--- src/rtl/imem_loader.sv ---
// Byte-stream program loader: assembles little-endian words from a framed image,
// writes them into instruction memory, verifies a checksum and then releases the CPU.
module imem_loader #(
  parameter int unsigned MAX_WORDS = 256,
  parameter logic [31:0] BASE_ADDR = 32'h0000_0000
) (
  input  logic        CLK,
  input  logic        RST,
  input  logic        in_valid,
  input  logic [7:0]  in_data,
  output logic        in_ready,
  output logic        imem_we,
  output logic [31:0] imem_addr,
  output logic [31:0] imem_wd,
  output logic        cpu_rst,
  output logic        busy,
  output logic        done,
  output logic        error
);

  typedef enum logic [2:0] {
    LEN_HI,
    LEN_LO,
    DATA,
    CHECK,
    RUN,
    ERR
  } state_t;

  localparam logic [16:0] MaxWords = 17'(MAX_WORDS);

  state_t      state_q, state_d;
  logic [7:0]  len_hi_q, len_hi_d;
  logic [15:0] len_q, len_d;
  logic [1:0]  byte_idx_q, byte_idx_d;
  logic [15:0] word_idx_q, word_idx_d;
  logic [7:0]  csum_q, csum_d;
  logic [23:0] part_q, part_d;
  logic        we_q, we_d;
  logic [31:0] addr_q, addr_d;
  logic [31:0] wd_q, wd_d;
  logic [15:0] len_rx;
  logic        xfer;

  // Status outputs come straight from the state register, so they move one cycle after the deciding handshake.
  assign in_ready  = state_q inside {LEN_HI, LEN_LO, DATA, CHECK};
  assign busy      = state_q inside {LEN_HI, LEN_LO, DATA, CHECK};
  assign done      = (state_q == RUN);
  assign error     = (state_q == ERR);
  assign cpu_rst   = (state_q != RUN);
  assign imem_we   = we_q;
  assign imem_addr = addr_q;
  assign imem_wd   = wd_q;

  assign xfer   = in_valid && in_ready;
  assign len_rx = {len_hi_q, in_data};

  always_ff @(posedge CLK) begin
    if (RST) begin
      state_q    <= LEN_HI;
      len_hi_q   <= 8'd0;
      len_q      <= 16'd0;
      byte_idx_q <= 2'd0;
      word_idx_q <= 16'd0;
      csum_q     <= 8'd0;
      part_q     <= 24'd0;
      we_q       <= 1'b0;
      addr_q     <= BASE_ADDR;
      wd_q       <= 32'd0;
    end else begin
      state_q    <= state_d;
      len_hi_q   <= len_hi_d;
      len_q      <= len_d;
      byte_idx_q <= byte_idx_d;
      word_idx_q <= word_idx_d;
      csum_q     <= csum_d;
      part_q     <= part_d;
      we_q       <= we_d;
      addr_q     <= addr_d;
      wd_q       <= wd_d;
    end
  end

  always_comb begin
    state_d    = state_q;
    len_hi_d   = len_hi_q;
    len_d      = len_q;
    byte_idx_d = byte_idx_q;
    word_idx_d = word_idx_q;
    csum_d     = csum_q;
    part_d     = part_q;
    we_d       = 1'b0;
    addr_d     = addr_q;
    wd_d       = wd_q;

    unique case (state_q)
      LEN_HI: begin
        if (xfer) begin
          len_hi_d = in_data;
          state_d  = LEN_LO;
        end
      end
      LEN_LO: begin
        if (xfer) begin
          len_d = len_rx;
          if ({1'b0, len_rx} > MaxWords) begin
            state_d = ERR;
          end else if (len_rx == 16'd0) begin
            state_d = CHECK;
          end else begin
            state_d = DATA;
          end
        end
      end
      DATA: begin
        if (xfer) begin
          csum_d     = csum_q + in_data;
          byte_idx_d = byte_idx_q + 2'd1;
          unique case (byte_idx_q)
            2'd0: part_d[7:0]   = in_data;
            2'd1: part_d[15:8]  = in_data;
            2'd2: part_d[23:16] = in_data;
            2'd3: begin
              we_d       = 1'b1;
              wd_d       = {in_data, part_q};
              addr_d     = BASE_ADDR + {14'd0, word_idx_q, 2'b00};
              word_idx_d = word_idx_q + 16'd1;
              if (word_idx_q == len_q - 16'd1) begin
                state_d = CHECK;
              end
            end
            default: ;
          endcase
        end
      end
      CHECK: begin
        if (xfer) begin
          state_d = (in_data == csum_q) ? RUN : ERR;
        end
      end
      RUN, ERR: ;
      default: state_d = ERR;
    endcase
  end

endmodule

--- config.mk ---
export PLATFORM = sky130hd
export DESIGN_NAME = imem_loader
export DESIGN_NICKNAME = d
export VERILOG_FILES = /design/src/rtl/imem_loader.sv
export SDC_FILE = /design/constraint.sdc
export NUM_CORES = 1
export LEC_CHECK = 0
export CORE_AREA = 3 3 96 144
export CTS_CLUSTER_SIZE = 40
export DETAILED_ROUTE_END_ITERATION = 8
export DIE_AREA = 0 0 99 147
export GPL_TIMING_DRIVEN = 0
export PLACE_DENSITY = 0.7
export SETUP_SLACK_MARGIN = 0.4
export SLEW_MARGIN = 20
export SYNTH_ARGS = -nofsm -noshare
export SYNTH_HDL_FRONTEND = slang
export SYNTH_SLANG_ARGS = --single-unit
--- constraint.sdc ---
create_clock -name CLK -period 3.2 [get_ports CLK]
set_clock_uncertainty 0.2 [all_clocks]
set_input_delay 0.96 -clock CLK [delete_from_list [all_inputs] [get_ports CLK]]
set_output_delay 0.96 -clock CLK [all_outputs]
set_load 0.02 [all_outputs]
==> impl_metrics.json <==
{
  "status": "finished, final reports clean",
  "drcViolationCount": 0,
  "pwr-share-seq_pct": 38.3,
  "synth-edff-count": 0,
  "period_share_pct": 87.8,
  "final_cell_mix": "198 x nand2_1, 126 x dfxtp_1, 115 x a21oi_1, 50 x clkdlybuf4s50_1, 37 x clkbuf_1",
  "cts_made_buffers": 17,
  "clk_pin_slew_worst_paths_ns": 0.06,
  "dieArea_sq_mm": 0.0146,
  "power_frac_comb_pct": 14.7,
  "syn_inst": 728,
  "die_h_um": 147,
  "relSlewSlack_pct": 53.8,
  "fillCellCount": 1135,
  "synth_area_sq_mm": 0.00571,
  "start_util_pct": 45.4,
  "clock_sinks": 126,
  "finalMaxSlewViolations": 0,
  "hpwl_um": 10700,
  "fmax_mhz": 356,
  "ff2ff_setup_slack_ns": 0.59,
  "syn_area_per_cell_sq_um": 7.84,
  "synth_top_area_share_pct": 44.2,
  "antenna_found_initial": 0,
  "grt.overflow.total": 0,
  "rsz0062_at_grt": "yes",
  "insertion_delay_ns": 0.41,
  "crit_path_end_kind": "register",
  "place.gp.congestion": 0.848,
  "p_leak_uw": 0.00260,
  "synth_area_leaders": "dfxtp_1 44%, nand2_1 13%, a21oi_1 10%",
  "p_switching_uw": 1140,
  "wire_per_inst_um": 15.0,
  "rows": 50,
  "yosys_warnings": 0,
  "die_x_um": 99,
  "antenna_cells": 0,
  "worstPathArrival_ns": 2.96,
  "p_per_area_mw_per_mm2": 591,
  "grt_usage_pct": 20.9,
  "ant_nets": 0,
  "holdPathStages": 2,
  "h-tree-depth": 4,
  "synthArstFlopShare_pct": 0,
  "rr_worst_depth": 8,
  "worstReg2RegEnd": "state_q[2]$_SDFFE_PP0P_",
  "io_pins": 81,
  "setup_viol": 0,
  "clockPowerShare_pct": 47.0,
  "yosys_most_used_dff": "dfxtp_1",
  "fin_setup_tns_ns": 0,
  "swShare_pct": 26.2,
  "root_buffer": "clkbuf_16",
  "yosys.area.top_type": "dfxtp_1",
  "hold_violations": 0,
  "viasPerCell": 5.20,
  "cp-endpoint": "csum_q[6]$_SDFFE_PP0P_",
  "first_pass_iters": 5,
  "crit_type": "in -> reg",
  "path_max_fanout": 8,
  "startpoint_type": "input pin",
  "ir_drop_uv": 506,
  "power.internal_uw": 3190,
  "yosysSeqAreaShare_pct": 44.2,
  "timing.hold.ws_ns": 0.253,
  "grt_max_degree": 17,
  "syn_to_final_growth_pct": 28.2,
  "min_period_ns": 2.81,
  "synth_seq_cells": 126,
  "max_cap_violations": 0,
  "critPathLaunch": "in_data[1]",
  "grt_pass1_vias": 5310,
  "grt_pass1_wl_um": 24500,
  "dr_total_vias": 5181,
  "drive_above_1_share_pct": 11.3,
  "core_sq_mm": 0.0126,
  "drt_iter0_drc": 281,
  "required_ns": 3.35,
  "worst_pin_slew_ns": 0.692,
  "final_common_cell": "nand2_1",
  "r2r-start": "len_q[9]$_SDFFE_PP0P_",
  "portBuffers": 62,
  "cts_buffer_depth": 2,
  "worstHoldPathType": "reg -> reg",
  "yosysUniqueCellTypes": 51,
  "cts_tree": "built",
  "cts.hold.buffers_added": 0,
  "routed_wl_um": 15000,
  "nets": 853
}
-- layout make-up --
cell class	count	area, sq um	share of cell area [%]
Clock buffer	19	443	6.05
Timing Repair Buffer	66	621	8.48
Tap cell	156	195	2.67
Multi-Input combinational cell	535	2940	40.2
Inverter	17	67.6	0.923
Clock inverter	13	190	2.60
Sequential cell	126	2520	34.5
Buffer	65	334	4.57
-- critical path: stages --
cell           delay, ns
dlygate4sd2_1       0.25
clkbuf_4            0.23
inv_1               0.09
fa_1                0.46
nor2b_1             0.13
o21ai_0             0.11
a21boi_1            0.21
o21a_1              0.17
nor3_1              0.05
nand3b_1            0.16
a21oi_1             0.15
-- power groups by stage --
stage	combinational, uW	sequential [uW]	clock [uW]
4_1_cts	613	1660	2060
3_3_place_gp	591	1690	0
2_1_floorplan	465	1680	0
3_5_place_dp	615	1690	0
6_report	635	1660	2030
5_1_grt	690	1660	2130
-- metal layers --
layer	up-vias	wire (um)	GRT usage (%)
met1	2400	5750	22.2
met4	0	383	8.41
met2	156	8070	38.5
met3	32	769	5.32
li1	2593	-	-
met5	-	0	0
-- flip-flops by register name (all words and copies together) (netlist names) --
| register | cells |
|---|---|
| byte_idx_q | 2 |
| csum_q | 8 |
| imem_addr | 16 |
| imem_wd | 32 |
| imem_we | 1 |
| len_hi_q | 8 |
| len_q | 16 |
| part_q | 24 |
| state_q | 3 |
| word_idx_q | 16 |
-- synth_stat cells, types with 2 or more instances --
| library cell | n |
|---|---|
| nor4_1 | 6 |
| or3_1 | 4 |
| a211oi_1 | 2 |
| clkbuf_1 | 42 |
| o21ai_0 | 9 |
| nor3_1 | 7 |
| xnor2_1 | 24 |
| nand2_2 | 3 |
| and3_1 | 5 |
| buf_4 | 18 |
| inv_1 | 17 |
| a31oi_1 | 2 |
| mux2i_1 | 4 |
| nand4_1 | 5 |
| nand3_1 | 31 |
| nand2_1 | 198 |
| nor2_1 | 34 |
| a21o_1 | 2 |
| a21oi_1 | 116 |
| xor2_1 | 14 |
| or4_1 | 3 |
| dfxtp_1 | 126 |
| mux2_2 | 2 |
| nor4b_1 | 4 |
| nor4_4 | 3 |
| ha_1 | 13 |
| buf_2 | 2 |
| nand3b_1 | 5 |
| nor2b_1 | 5 |
-- metrics by stage --
step / total power (uW) / worst slack [ns] / utilization (%) / instances / cell area, sq um
after floorplan: 2140 / 0.406 / - / 743 / 5780
after global placement: 2280 / -0.437 / 52.5 / 961 / 6600
after detailed placement: 2300 / -0.491 / 52.5 / 961 / 6600
after CTS: 4330 / 0.430 / 57.6 / 994 / 7240
after global routing: 4490 / 0.307 / 58.2 / 997 / 7320
final: 4330 / 0.389 / 58.2 / 997 / 7320
-- worst min path at each step --
stage	startpoint	to	slack, ns
6_report	imem_addr[10]$_SDFFE_PP0P_	imem_addr[10]$_SDFFE_PP0P_	0.25
4_1_cts	imem_wd[0]$_SDFFE_PP0P_	imem_wd[0]$_SDFFE_PP0P_	0.26
5_1_grt	imem_addr[12]$_SDFFE_PP0P_	imem_addr[12]$_SDFFE_PP0P_	0.27
3_3_place_gp	part_q[1]$_SDFFE_PP0P_	imem_wd[1]$_SDFFE_PP0P_	0.24
3_5_place_dp	imem_wd[0]$_SDFFE_PP0P_	imem_wd[0]$_SDFFE_PP0P_	0.25
2_1_floorplan	part_q[0]$_SDFFE_PP0P_	imem_wd[0]$_SDFFE_PP0P_	0.23
-- what timing repair did --
item	CTS	global route
resized for setup	30	19
pin swaps	5	3
endpoints found under the setup margin	57	21
setup buffers	1	3
-- kinds of logic after synthesis --
group | synth area share [%]
simple gates | 25.7
compound gates | 13.2
flops | 44.2
buf+inv | 6.77
xor+xnor | 5.83
fa+ha+maj | 3.20
mux | 1.10
other cells | 0.0657
(Power assumes the default switching activity.)
